--- src/rtl/tx_dma_chan_ctrl_if.sv ---
`default_nettype none
// ============================================================================
// Module      : tx_dma_chan_ctrl_if
// Description : Bus bundle for the TX DMA per-channel start/stop controller.
//               Groups the command, enqueue/dequeue, status and event
//               signals. The slave modport is the controller view; the
//               master modport is the view of the logic around it.
//               Command    : cmd_vld, cmd_chan, cmd_start -> cmd_rdy
//               Enqueue    : enq_vld, enq_chan            -> enq_discard
//               Dequeue    : deq_vld, deq_chan
//               Status     : stat_chan -> stat_state, stat_cnt
//               Events     : chan_active, stop_done, err_underflow
// Revision    : 1.0 - initial release
// ============================================================================
interface tx_dma_chan_ctrl_if #(
  parameter int CHANNELS       = 8,
  parameter int INFLIGHT_WIDTH = 8
);
  localparam int CHAN_W = $clog2(CHANNELS);

  logic                      cmd_vld;
  logic [CHAN_W-1:0]         cmd_chan;
  logic                      cmd_start;
  logic                      cmd_rdy;
  logic                      enq_vld;
  logic [CHAN_W-1:0]         enq_chan;
  logic                      enq_discard;
  logic                      deq_vld;
  logic [CHAN_W-1:0]         deq_chan;
  logic [CHAN_W-1:0]         stat_chan;
  logic [1:0]                stat_state;
  logic [INFLIGHT_WIDTH-1:0] stat_cnt;
  logic [CHANNELS-1:0]       chan_active;
  logic [CHANNELS-1:0]       stop_done;
  logic                      err_underflow;

  modport slave (
    input  cmd_vld, cmd_chan, cmd_start, enq_vld, enq_chan,
           deq_vld, deq_chan, stat_chan,
    output cmd_rdy, enq_discard, stat_state, stat_cnt,
           chan_active, stop_done, err_underflow
  );

  modport master (
    output cmd_vld, cmd_chan, cmd_start, enq_vld, enq_chan,
           deq_vld, deq_chan, stat_chan,
    input  cmd_rdy, enq_discard, stat_state, stat_cnt,
           chan_active, stop_done, err_underflow
  );
endinterface
`default_nettype wire

--- src/rtl/tx_dma_chan_ctrl.sv ---
`default_nettype none
// ============================================================================
// Module      : tx_dma_chan_ctrl
// Description : Per-channel start/stop controller for the TX DMA.
//               Gates CQ packet acceptance per channel, counts in-flight
//               packets from acceptance to EOF on the user TX MFB, and only
//               completes a stop once the channel has drained, pulsing
//               stop_done for that channel.
//               Ports: clk_i   - clock
//                      rst_n_i - asynchronous active-low reset
//                      bus     - tx_dma_chan_ctrl_if.slave (cmd/enq/deq/stat)
// Revision    : 1.0 - initial release
// ============================================================================
module tx_dma_chan_ctrl #(
  parameter int CHANNELS       = 8,
  parameter int INFLIGHT_WIDTH = 8
) (
  input  wire logic           clk_i,
  input  wire logic           rst_n_i,
  tx_dma_chan_ctrl_if.slave   bus
);
  localparam int CHAN_W = $clog2(CHANNELS);
  localparam logic [INFLIGHT_WIDTH-1:0] CNT_ONE = INFLIGHT_WIDTH'(1);

  typedef enum logic [1:0] {
    ST_STOPPED  = 2'b00,
    ST_RUNNING  = 2'b01,
    ST_STOPPING = 2'b10
  } state_e;

  state_e                    state_q [CHANNELS];
  state_e                    state_d [CHANNELS];
  logic [INFLIGHT_WIDTH-1:0] cnt_q   [CHANNELS];
  logic [INFLIGHT_WIDTH-1:0] cnt_d   [CHANNELS];
  logic [CHANNELS-1:0]       active_q, active_d;
  logic [CHANNELS-1:0]       done_q,   done_d;
  logic                      underflow_q, underflow_d;

  logic                      enq_discard_w;
  logic                      cmd_rdy_w;
  logic                      cmd_acc_w;
  logic [CHANNELS-1:0]       enq_hit_w, deq_hit_w, cmd_hit_w;

  // Acceptance is judged on registered state only, so a start issued in the
  // same cycle cannot admit the packet. A full counter also forces a drop.
  always_comb begin
    enq_discard_w = bus.enq_vld &
                    ((state_q[bus.enq_chan] != ST_RUNNING) | (&cnt_q[bus.enq_chan]));
    // A start while draining is back-pressured until the stop completes.
    cmd_rdy_w     = ~(bus.cmd_start & (state_q[bus.cmd_chan] == ST_STOPPING));
    cmd_acc_w     = bus.cmd_vld & cmd_rdy_w;
    underflow_d   = bus.deq_vld & (cnt_q[bus.deq_chan] == '0);
  end

  // Per-channel one-hot strobes for accepted enqueue, effective dequeue and
  // accepted command.
  always_comb begin
    enq_hit_w = '0;
    deq_hit_w = '0;
    cmd_hit_w = '0;
    for (int i = 0; i < CHANNELS; i++) begin
      enq_hit_w[i] = bus.enq_vld & ~enq_discard_w & (bus.enq_chan == CHAN_W'(i));
      deq_hit_w[i] = bus.deq_vld & (bus.deq_chan == CHAN_W'(i)) & (cnt_q[i] != '0);
      cmd_hit_w[i] = cmd_acc_w & (bus.cmd_chan == CHAN_W'(i));
    end
  end

  // Counter and FSM next state. The FSM looks at the updated count so that a
  // stop coinciding with the final dequeue completes without a STOPPING hop.
  always_comb begin
    active_d = '0;
    done_d   = '0;
    for (int i = 0; i < CHANNELS; i++) begin
      cnt_d[i]   = cnt_q[i];
      state_d[i] = state_q[i];
      if (enq_hit_w[i] & ~deq_hit_w[i]) begin
        cnt_d[i] = cnt_q[i] + CNT_ONE;
      end else if (deq_hit_w[i] & ~enq_hit_w[i]) begin
        cnt_d[i] = cnt_q[i] - CNT_ONE;
      end

      case (state_q[i])
        ST_STOPPED: begin
          if (cmd_hit_w[i] & bus.cmd_start) begin
            state_d[i] = ST_RUNNING;
          end
        end
        ST_RUNNING: begin
          if (cmd_hit_w[i] & ~bus.cmd_start) begin
            if (cnt_d[i] == '0) begin
              state_d[i] = ST_STOPPED;
              done_d[i]  = 1'b1;
            end else begin
              state_d[i] = ST_STOPPING;
            end
          end
        end
        ST_STOPPING: begin
          if (cnt_d[i] == '0) begin
            state_d[i] = ST_STOPPED;
            done_d[i]  = 1'b1;
          end
        end
        default: state_d[i] = ST_STOPPED;
      endcase

      active_d[i] = (state_d[i] == ST_RUNNING);
    end
  end

  always_ff @(posedge clk_i or negedge rst_n_i) begin
    if (!rst_n_i) begin
      for (int i = 0; i < CHANNELS; i++) begin
        state_q[i] <= ST_STOPPED;
        cnt_q[i]   <= '0;
      end
      active_q    <= '0;
      done_q      <= '0;
      underflow_q <= 1'b0;
    end else begin
      for (int i = 0; i < CHANNELS; i++) begin
        state_q[i] <= state_d[i];
        cnt_q[i]   <= cnt_d[i];
      end
      active_q    <= active_d;
      done_q      <= done_d;
      underflow_q <= underflow_d;
    end
  end

  assign bus.cmd_rdy       = cmd_rdy_w;
  assign bus.enq_discard   = enq_discard_w;
  assign bus.stat_state    = state_q[bus.stat_chan];
  assign bus.stat_cnt      = cnt_q[bus.stat_chan];
  assign bus.chan_active   = active_q;
  assign bus.stop_done     = done_q;
  assign bus.err_underflow = underflow_q;

endmodule
`default_nettype wire

--- src/flat_wrapper.sv ---
// flat-port wrapper written by rule: the top's interface ports become plain ports
module tx_dma_chan_ctrl_flat 
#(
  parameter int CHANNELS       = 8,
  parameter int INFLIGHT_WIDTH = 8
)
  (clk_i, rst_n_i, bus_cmd_vld, bus_cmd_chan, bus_cmd_start, bus_enq_vld, bus_enq_chan, bus_deq_vld, bus_deq_chan, bus_stat_chan, bus_cmd_rdy, bus_enq_discard, bus_stat_state, bus_stat_cnt, bus_chan_active, bus_stop_done, bus_err_underflow);
  tx_dma_chan_ctrl_if #(.CHANNELS(CHANNELS), .INFLIGHT_WIDTH(INFLIGHT_WIDTH)) bus_i ();
  input  wire logic clk_i;
  input  wire logic rst_n_i;
  input wire logic [$bits(bus_i.cmd_vld)-1:0] bus_cmd_vld;
  input wire logic [$bits(bus_i.cmd_chan)-1:0] bus_cmd_chan;
  input wire logic [$bits(bus_i.cmd_start)-1:0] bus_cmd_start;
  input wire logic [$bits(bus_i.enq_vld)-1:0] bus_enq_vld;
  input wire logic [$bits(bus_i.enq_chan)-1:0] bus_enq_chan;
  input wire logic [$bits(bus_i.deq_vld)-1:0] bus_deq_vld;
  input wire logic [$bits(bus_i.deq_chan)-1:0] bus_deq_chan;
  input wire logic [$bits(bus_i.stat_chan)-1:0] bus_stat_chan;
  output wire logic [$bits(bus_i.cmd_rdy)-1:0] bus_cmd_rdy;
  output wire logic [$bits(bus_i.enq_discard)-1:0] bus_enq_discard;
  output wire logic [$bits(bus_i.stat_state)-1:0] bus_stat_state;
  output wire logic [$bits(bus_i.stat_cnt)-1:0] bus_stat_cnt;
  output wire logic [$bits(bus_i.chan_active)-1:0] bus_chan_active;
  output wire logic [$bits(bus_i.stop_done)-1:0] bus_stop_done;
  output wire logic [$bits(bus_i.err_underflow)-1:0] bus_err_underflow;
  assign bus_i.cmd_vld = bus_cmd_vld;
  assign bus_i.cmd_chan = bus_cmd_chan;
  assign bus_i.cmd_start = bus_cmd_start;
  assign bus_i.enq_vld = bus_enq_vld;
  assign bus_i.enq_chan = bus_enq_chan;
  assign bus_i.deq_vld = bus_deq_vld;
  assign bus_i.deq_chan = bus_deq_chan;
  assign bus_i.stat_chan = bus_stat_chan;
  assign bus_cmd_rdy = bus_i.cmd_rdy;
  assign bus_enq_discard = bus_i.enq_discard;
  assign bus_stat_state = bus_i.stat_state;
  assign bus_stat_cnt = bus_i.stat_cnt;
  assign bus_chan_active = bus_i.chan_active;
  assign bus_stop_done = bus_i.stop_done;
  assign bus_err_underflow = bus_i.err_underflow;
  tx_dma_chan_ctrl #(.CHANNELS(CHANNELS), .INFLIGHT_WIDTH(INFLIGHT_WIDTH)) u_core (.clk_i(clk_i), .rst_n_i(rst_n_i), .bus(bus_i));
endmodule
--- config.mk ---
export PLATFORM = sky130hd
export DESIGN_NAME = tx_dma_chan_ctrl_flat
export DESIGN_NICKNAME = d
export VERILOG_FILES = /design/src/rtl/tx_dma_chan_ctrl_if.sv /design/src/rtl/tx_dma_chan_ctrl.sv /design/src/flat_wrapper.sv
export SDC_FILE = /design/constraint.sdc
export NUM_CORES = 1
export LEC_CHECK = 0
export CAP_MARGIN = 5
export CORE_ASPECT_RATIO = 1.75
export CORE_MARGIN = 2
export CORE_UTILIZATION = 40
export DETAILED_ROUTE_END_ITERATION = 12
export MAX_ROUTING_LAYER = met4
export PLACE_DENSITY = 0.55
export SLEW_MARGIN = 20
export SYNTH_ARGS = -nofsm -noshare
export SYNTH_HDL_FRONTEND = slang
export SYNTH_SLANG_ARGS = --single-unit
--- constraint.sdc ---
create_clock -name clk_i -period 4.5 [get_ports clk_i]
set_clock_uncertainty 0.2 [all_clocks]
set_input_delay 0.45 -clock clk_i [delete_from_list [all_inputs] [get_ports clk_i]]
set_output_delay 0.45 -clock clk_i [all_outputs]
set_load 0.02 [all_outputs]
After elaboration in Yosys (flattened, before gate mapping)
Cells that the tools add are included.
{ "totals": {"out_inout_bits": 29, "register_bits": 97, "inputBits": 18, "elab_cells": 306} }
{ "classes": {"mux": 98, "reduce_logical": 29, "order_cmp": 4, "add_sub_neg": 16, "bitwise": 93, "eq_ne": 47} }
{ "op_table": {"columns": ["cell", "count"], "rows": [
  ["two-way mux 8 bit", 22],
  ["two-way mux 2 bit", 38],
  ["binary-select mux 8 bit (select 3 bit)", 3],
  ["zero test 8 bit", 9],
  ["bitwise AND 1 bit", 69],
  ["adder 8 x 1 -> 8 bit, second input constant", 8],
  ["nonzero test 8 bit", 8],
  ["subtractor 8 x 1 -> 8 bit, second input constant", 8],
  ["case mux 2 bit (3 select lines)", 8],
  ["equality test 3 bit, second input constant", 12],
  ["equality test 2 x 1 -> 1 bit, second input constant", 16],
  ["inverter 1 bit", 19],
  ["binary-select mux 2 bit (select 3 bit)", 3],
  ["equality test 2 bit, second input constant", 9],
  ["equality test 3 x 2 -> 1 bit, second input constant", 6],
  [">= comparator 4 bit, second input constant", 4],
  ["zero test 2 bit", 8],
  ["two-way mux 1 bit", 16],
  ["inverter 3 -> 4 bit", 4],
  ["case mux 1 bit (2 select lines)", 8],
  ["equality test 3 x 1 -> 1 bit, second input constant", 3],
  ["zero test 3 bit", 3],
  ["AND reduction 8 bit", 1],
  ["!= test 2 x 1 -> 1 bit, second input constant", 1],
  ["OR 1 bit", 1]
]} }

Depth between registers and ports, before layout
Gate-level depths: netlist of run 1.
{ "depth": {"word_depth": 19, "depth_mapped": 13, "ltp_nobuf": 11} }

Least setup slack after synthesis of run 1
Ideal clock, no wire load.
{ "synth_timing": {"path_type": "register to register", "from": "register u_core.cnt_q[42] (netlist name)", "to": "register u_core.active_q[2] (netlist: u_core.bus.chan_active[2])", "slack_ps": 1262, "t_required_ps": 4169, "stages_incl_launch_ff": 10, "arrival_time_ps": 2907, "n_path_buf": 1, "setup_ps": 131, "synth_period_minus_slack_ps": 3238, "cell_sequence": "dfrtp_1 > buf_6 > or4_4 > o41a_4 > or3_4 > or3_1 > a311oi_2 > nand4bb_2 > a221oi_2 > nor4b_2"} }
{ "synth_via": {"elab_chain_len": 18, "word_cells_on_any_way": 25, "cone_classes": "add/sub: 2; eq/ne: 1; mux: 9; bitwise: 10; reduce/logical: 3"} }
{ "synth_lines": {"columns": ["item", "line_no", "source"], "rows": [
  ["start: declaration", "tx_dma_chan_ctrl.sv:33", "logic [INFLIGHT_WIDTH-1:0] cnt_q [CHANNELS];"],
  ["start signal: indexed assignment", "tx_dma_chan_ctrl.sv:123", "cnt_q[i] <= cnt_d[i];"],
  ["binary-select mux 8 bit (select 3 bit)", "tx_dma_chan_ctrl.sv:48", "((state_q[bus.enq_chan] != ST_RUNNING) | (&cnt_q[bus.enq_chan]));"],
  ["two-way mux 8 bit (implied by the code) (2 in series)", "tx_dma_chan_ctrl.sv:48", null],
  ["AND reduction 8 bit", "tx_dma_chan_ctrl.sv:48", null],
  ["OR 1 bit", "tx_dma_chan_ctrl.sv:48", null],
  ["bitwise AND 1 bit", "tx_dma_chan_ctrl.sv:47", "enq_discard_w = bus.enq_vld &"],
  ["inverter 1 bit", "tx_dma_chan_ctrl.sv:62", "enq_hit_w[i] = bus.enq_vld & ~enq_discard_w & (bus.enq_chan == CHAN_W'(i));"],
  ["bitwise AND 1 bit (2 in series)", "tx_dma_chan_ctrl.sv:62", null],
  ["inverter 1 bit", "tx_dma_chan_ctrl.sv:78", "end else if (deq_hit_w[i] & ~enq_hit_w[i]) begin"],
  ["bitwise AND 1 bit", "tx_dma_chan_ctrl.sv:78", null],
  ["two-way mux 8 bit", "tx_dma_chan_ctrl.sv:78", null],
  ["two-way mux 8 bit *", "tx_dma_chan_ctrl.sv:76", "if (enq_hit_w[i] & ~deq_hit_w[i]) begin"],
  ["zero test 8 bit *", "tx_dma_chan_ctrl.sv:90, tx_dma_chan_ctrl.sv:99", null],
  ["two-way mux 2 bit", "tx_dma_chan_ctrl.sv:90", "if (cnt_d[i] == '0) begin"],
  ["two-way mux 2 bit", "tx_dma_chan_ctrl.sv:89", "if (cmd_hit_w[i] & ~bus.cmd_start) begin"],
  ["case mux 2 bit (3 select lines) *", "tx_dma_chan_ctrl.sv:82", "case (state_q[i])"],
  ["equality test 2 x 1 -> 1 bit *", "tx_dma_chan_ctrl.sv:107", "active_d[i] = (state_d[i] == ST_RUNNING);"],
  ["net u_core.active_d[2]", "tx_dma_chan_ctrl.sv:35", "logic [CHANNELS-1:0] active_q, active_d;"],
  ["end signal: assignment", "tx_dma_chan_ctrl.sv:125", "active_q <= active_d;"],
  ["end: declaration", "tx_dma_chan_ctrl.sv:35", null]
]} }
Mark *: on every way through the listed nets, which the timed path passes. The rest lies on a longest branch. The select of a mux whose other input is x is not followed.

Worst setup path in the final report of run 1
{ "layout_timing": {"from": "register u_core.cnt_q[10] (netlist name)", "to": "output port bus_enq_discard"} }
{ "layout_via": {"elab_chain_len": 6} }
{ "layout_lines": {"columns": ["item", "line_no", "source"], "rows": [
  ["binary-select mux 8 bit (select 3 bit)", "tx_dma_chan_ctrl.sv:48", null],
  ["two-way mux 8 bit (implied by the code) (2 in series)", "tx_dma_chan_ctrl.sv:48", null],
  ["AND reduction 8 bit", "tx_dma_chan_ctrl.sv:48", null],
  ["OR 1 bit", "tx_dma_chan_ctrl.sv:48", null],
  ["bitwise AND 1 bit", "tx_dma_chan_ctrl.sv:47", null],
  ["end: declaration", "flat_wrapper.sv:20", "output wire logic [$bits(bus_i.enq_discard)-1:0] bus_enq_discard;"]
]} }
No other way between the ends. The select of a mux whose other input is x is not followed.

==> flow_metrics.tcl, run 1 <==
set metrics [dict create \
    rsz0062_at_grt "no" \
    synthArstFlopShare 1.00 \
    yosys-top-cells-area "dfrtp_1 (29%), ha_1 (8.2%), mux4_2 (5.6%)" \
    placed_area_um2 9380 \
    synth_fp_nets 1056 \
    pin_count 47 \
    place_congestion 0.907 \
    synth_area_leader_cell "dfrtp_1" \
    synth_edf_count 0 \
    crit_buf_inv 2 \
    max-cap-violations 0 \
    vdd_drop_max_v 0.000307 \
    final.setup.worst_slack_ns 0.636 \
    seq_area_frac_synth 0.285 \
    cts_resized 0 \
    cts_buffers 9 \
    rows 70 \
    synthDistinctLibCells 89 \
    setup_viol_count_final 0 \
    endpoint_kind "primary output" \
    via_count 8120 \
    die_y_um 197 \
    tightest_slew_ns 0.839 \
    slew_headroom 0.440 \
    startpoint_type "flop" \
    ff2ff_setup_slack_ns 0.71 \
    fillers 2073 \
    crit_path_cell_trace "nand4_1 -> o21ai_0 -> and4_1 -> buf_4 -> nand2_1 -> o21ai_0 -> and2_1 -> clkdlybuf4s50_1" \
    hold_slack_ns -0.0179 \
    cts_max_level 3 \
    criticalPathCategory "reg2out" \
    crit_start "u_core.cnt_q[10]$_DFF_PN0_" \
    power.share.switching 0.484 \
    grt_max_degree 64 \
    status "complete, but fails checks" \
    yosys_register_bits 97 \
    drt_iter0_markers 468 \
    start_util 0.408 \
    synthCells 982 \
    io_buffers 46 \
    arrival_ns 3.21 \
    fmax_mhz 259 \
    p_per_area_nw_per_um2 564 \
    endpoint "bus_enq_discard" \
    crit_family "simple AND/OR/NAND/NOR gates" \
    design.core.area_um2 20800 \
    wl_um 27800 \
    r2r_start "u_core.cnt_q[10]$_DFF_PN0_" \
    slowest_delay_ns 0.68 \
    cts_buffer_depth 2 \
    reg2reg_depth 10 \
    netlist_area_um2 8510 \
    clockPowerShare 0.146 \
    wl_per_cell_um 21.7 \
    cpMaxStageDelayCell "dfrtp_1" \
    final_antenna_net_count 0 \
    syn_to_final_growth_pct 13.8 \
    grt_antenna_before_repair 0 \
    slew_violations 0 \
    cp_max_fo 14 \
    reg2reg_to "u_core.bus.chan_active[7]$_DFF_PN0_" \
    p_int_uw 2820 \
    hold_viol 28 \
    fin_area_um2 9680 \
    hold_class "in2async" \
    synth_top_area_share 0.285 \
    power.switching_uw 2640 \
    drc 0 \
    syn_area_per_cell_um2 8.66 \
    grt_util_all_layers 0.260 \
    layout.nets 1100 \
    dpl.hpwl_um 21700 \
    worst-path-stages 8 \
    cts_tree "yes" \
    die_area_um2 22500 \
    hold_buffers 0 \
    combPwrFrac 0.510 \
    final.min_clock_period_ns 3.86 \
    post_cts_buffers 0 \
    cts_sinks 97 \
    synthFlopType "dfrtp_1" \
    synthMostInstantiatedCell "dfrtp_1" \
    grt_pass1_wl_um 43800 \
    fin_total_pwr_uw 5460 \
    violations "hold timing" \
    cts_root_buf "clkbuf_16" \
    p_leak_uw 0.00390 \
    grt_pass1_vias 7976 \
    synth_warnings 0 \
    post-route-period-util 0.859 \
    overflow 0 \
    required_ns 3.85 \
    cts.clk_slew.worst_paths_ns 0.08 \
    setup-tns-final_ns 0 \
    firstDrtPassIters 7 \
    synth_common_cells "dfrtp_1 (97), nor2_1 (78), inv_1 (58)" \
    die_w_um 114 \
    insertion_delay_ns 0.37 \
    seqPwrFrac 0.343 \
    worst_path_most_repeated_cell "o21ai_0" \
    antenna_cells 0 \
    avgViaCountPerCell 6.33 \
    pre_cts_ws_ns 0.286 \
    drive_gt1_frac 0.111 \
]
[how the worst min path moves through the flow]
stage / to / depth (start not counted)
floorplan: u_core.bus.chan_active[0]$_DFF_PN0_ / 0
global placement: u_core.cnt_q[45]$_DFF_PN0_ / 1
detailed placement: u_core.cnt_q[45]$_DFF_PN0_ / 1
CTS: u_core.state_q[1]$_DFF_PN0_ / 1
global route: u_core.state_q[6]$_DFF_PN0_ / 1
finish: u_core.bus.chan_active[5]$_DFF_PN0_ / 1
[per-stage QoR]
step | std cells | util | hold WS, ns
2_1_floorplan | 982 | - | -0.0456
3_3_place_gp | 1267 | 0.450 | 0.344
3_5_place_dp | 1267 | 0.450 | 0.350
4_1_cts | 1283 | 0.465 | 0.0247
5_1_grt | 1283 | 0.465 | 0.0681
6_report | 1283 | 0.465 | -0.0179
[sequential cells by signal (all words and copies together), names as in the netlist]
name / cells
u_core.bus.err_underflow: 1
u_core.bus.chan_active: 8
u_core.cnt_q: 64
u_core.bus.stop_done: 8
u_core.state_q: 16
[routing by layer]
layer,wire length [um],vias up,track usage
met5,0,-,-
met4,1400,0,0.135
met3,987,79,0.0280
met2,15000,240,0.465
met1,10400,3993,0.279
li1,-,3808,-
[final cells by class]
cell class	instances	area (um^2)	share of cell area
Multi-Input combinational cell	770	5620	0.580
Sequential cell	97	2430	0.251
Timing Repair Buffer	90	801	0.0827
Tap cell	252	315	0.0326
Clock buffer	9	225	0.0233
Inverter	58	218	0.0225
Clock inverter	7	77.6	0.00801
[power groups by stage]
stage	clock network [uW]	registers, uW	logic (uW)
detailed placement	0	1870	2760
global route	844	1930	3040
finish	799	1880	2790
global placement	0	1870	2740
floorplan	0	1560	2010
CTS	822	1860	2770
[logic make-up (layout without fill, tap and decap cells)]
| group | after synthesis | after routing | share of synthesized area |
|---|---|---|---|
| xor+xnor | 35 | 35 | 0.0360 |
| fa+ha+maj | 56 | 56 | 0.0824 |
| buf+inv | 115 | 164 | 0.0540 |
| mux | 31 | 31 | 0.0685 |
| simple gates | 389 | 389 | 0.259 |
| flops | 97 | 97 | 0.285 |
| compound gates | 259 | 259 | 0.214 |
[worst register-to-register path: cells and delay by family (launching register included)]
family,cells,cell delay (ns)
simple gates,6,1.74
compound gates,3,0.81
flops,1,0.68
buf+inv,1,0.26
[cells in the final DEF (no fill, tap or decap), types with 22 or more instances in the layout]
cell type        Yosys  routed
xnor2_1             26      26
clkdlybuf4s50_1      0      45
nand2_1             52      52
nor2_1              78      78
inv_1               58      58
ha_1                56      56
nand4_1             28      28
and3_1              27      27
a211oi_1            22      22
buf_4                0      44
o21ai_0             46      46
a21oi_1             56      56
nand3_1             38      38
dfrtp_1             97      97
nor3_1              35      35
Power figures use the tool's default switching activity.
==> run 2, diff against run 1 <==
--- a/config.mk
+++ b/config.mk
@@ -8,10 +8,10 @@
 export CAP_MARGIN = 5
 export CORE_ASPECT_RATIO = 1.75
 export CORE_MARGIN = 2
-export CORE_UTILIZATION = 40
+export CORE_UTILIZATION = 25
 export DETAILED_ROUTE_END_ITERATION = 12
 export MAX_ROUTING_LAYER = met4
-export PLACE_DENSITY = 0.55
+export PLACE_DENSITY = 0.38
 export SLEW_MARGIN = 20
 export SYNTH_ARGS = -nofsm -noshare
 export SYNTH_HDL_FRONTEND = slang
==> run 2 against run 1 <==
Compared with the run above: register-to-register slack worse by 0.47 ns; maximum frequency down 9.4%; hold slack better by 0.32 ns; global-route usage down 6.5 points; non-clock buffer count up 16; flip-flop and latch count unchanged; combinational power up 7%; sequential share of layout area down 0.83 points; wire length up 19%; the flow now finishes without violations; cell count up 17%.
==> flow_metrics.tcl, run 2 (synthesis gave the netlist of run 1 again) <==
set metrics [dict create \
    status "finished clean" \
    p_leak_uw 0.00397 \
    arrival_ns 4.35 \
    cts_buffer_depth 2 \
    r2r_start "u_core.cnt_q[57]$_DFF_PN0_" \
    p_per_area_nw_per_um2 555 \
    rsz0062_at_grt "no" \
    drive_gt1_frac 0.121 \
    reg_top3 "u_core.cnt_q (64), u_core.state_q (16)" \
    regMostFlops "u_core.cnt_q" \
    fmax_mhz 235 \
    drt_iter0_markers 597 \
    slew_headroom 0.337 \
    die_area_um2 35600 \
    hold_class "in2async" \
    endpoint_kind "flop" \
    vdd_drop_max_v 0.000198 \
    cts.clk_slew.worst_paths_ns 0.07 \
    criticalPathCategory "reg2reg" \
    final.min_clock_period_ns 4.26 \
    cts_sinks 97 \
    grt_pass1_vias 8194 \
    drc 0 \
    gr-usage-met2 0.374 \
    fillers 3677 \
    met3_usage 0.0191 \
    cts_buffers 9 \
    design.core.area_um2 33600 \
    startpoint_type "flop" \
    largest_register_ffs 64 \
    rows 89 \
    globalRouteMet1Util 0.195 \
    via_count 8030 \
    cts_max_level 3 \
    start_util 0.253 \
    wl_um 33000 \
    layout.nets 1116 \
    io_buffers 46 \
    wl_per_cell_um 22.0 \
    crit_path_cell_trace "inv_1 -> ha_1 -> or3b_2 -> o21a_1 -> nor4b_1 -> and3_1 -> a211oi_1 -> a311oi_1 -> nor4bb_1 -> buf_4 -> o21ai_0 -> nor4_1" \
    mostFrequentLayoutCell "dfrtp_1" \
    pre_cts_ws_ns 0.0216 \
    mostFrequentLayoutCells "dfrtp_1 (97), nor2_1 (78), buf_4 (59)" \
    grt_max_degree 40 \
    antenna_cells 0 \
    tightest_slew_ns 0.981 \
    place_congestion 0.889 \
    max-cap-violations 0 \
    die_w_um 143 \
    grt_antenna_before_repair 0 \
    firstDrtPassIters 5 \
    cts_tree "yes" \
    die_y_um 248 \
    grt_pass1_wl_um 50100 \
    post_cts_buffers 0 \
    pin_count 47 \
    hold_viol 0 \
    overflow 0 \
    grt_util_all_layers 0.195 \
    final_antenna_net_count 0 \
    slew_violations 0 \
    reg2reg_depth 12 \
    cp_max_fo 12 \
    insertion_delay_ns 0.38 \
    cts_root_buf "clkbuf_16" \
    syn_to_final_growth_pct 17.8 \
    dpl.hpwl_um 26200 \
    cpMaxStageDelayCell "nor4bb_1" \
    post-route-period-util 0.948 \
    required_ns 4.58 \
    slowest_delay_ns 0.81 \
    ff2ff_setup_slack_ns 0.24 \
    setup_viol_count_final 0 \
    setup-tns-final_ns 0 \
    reg2reg_to "u_core.bus.chan_active[0]$_DFF_PN0_" \
    avgViaCountPerCell 5.35 \
    final.setup.worst_slack_ns 0.236 \
    top_usage_layer "met2" \
]
[run 2: cell types whose count changed in the layout (fill, tap and decap cells not counted), sizes merged]
cell and change:
buf +15, clkbuf +1, dlygate4sd3 +1, clkinv -3
[run 2: worst max path at each step]
stage	start	depth (start not counted)	slack [ns]	end
2_1_floorplan	u_core.cnt_q[42]$_DFF_PN0_	9	1.26	u_core.bus.chan_active[2]$_DFF_PN0_
3_3_place_gp	bus_enq_chan[0]	12	0.005	u_core.bus.chan_active[0]$_DFF_PN0_
3_5_place_dp	bus_enq_chan[1]	12	0.02	u_core.bus.chan_active[0]$_DFF_PN0_
4_1_cts	u_core.cnt_q[57]$_DFF_PN0_	12	0.32	u_core.bus.chan_active[0]$_DFF_PN0_
5_1_grt	bus_enq_chan[0]	11	0.07	u_core.bus.chan_active[3]$_DFF_PN0_
6_report	u_core.cnt_q[57]$_DFF_PN0_	12	0.24	u_core.bus.chan_active[0]$_DFF_PN0_
[run 2: metrics by stage]
step,power (uW),utilization,instance area (um^2),std cells,hold slack (ns)
CTS,5610,0.298,10000,1500,0.296
global route,5960,0.298,10000,1500,0.319
floorplan,3580,-,8510,982,-0.0456
detailed placement,4810,0.290,9750,1485,0.180
global placement,4840,0.290,9750,1485,0.176
finish,5560,0.298,10000,1500,0.301
[run 2: what timing repair did]
item,CTS,global route
hold buffers,1,0
hold endpoints to repair,22,0
gates resized for setup,0,0
[run 2: cell type report]
cell class	count	area (um^2)	share of cell area
Clock buffer	10	229	0.0229
Clock inverter	4	30.0	0.00300
Inverter	58	218	0.0217
Multi-Input combinational cell	770	5620	0.561
Sequential cell	97	2430	0.242
Tap cell	455	569	0.0568
Timing Repair Buffer	106	923	0.0922
[run 2: report_power, final]
part,leakage (uW),switching [uW],internal (uW)
clock network,0.000125,390,373
logic,0.00260,1710,1270
registers,0.00125,607,1210
total,0.00397,2710,2850
[run 2: metal layers]
layer / wire, um / up-vias
met3: 798 / 62
met4: 1440 / 0
met1: 12000 / 3970
li1: - / 3833
met5: 0 / -
met2: 18800 / 165
[run 2: worst max-delay path, delay by kind of cell (launching register included)]
kind	cells	cell delay [ns]
adder cells (fa/ha/maj)	1	0.19
flip-flops	1	0.47
AND/OR/NAND/NOR	5	2.09
buffers and inverters	2	0.48
AO/OA/AOI/OAI	4	0.73
==> run 3, diff against run 2 <==
--- a/config.mk
+++ b/config.mk
@@ -5,6 +5,7 @@
 export SDC_FILE = /design/constraint.sdc
 export NUM_CORES = 1
 export LEC_CHECK = 0
+export ABC_AREA = 0
 export CAP_MARGIN = 5
 export CORE_ASPECT_RATIO = 1.75
 export CORE_MARGIN = 2
==> results of run 3 <==
The final DEF is identical to that of run 2; final timing and power are the same.
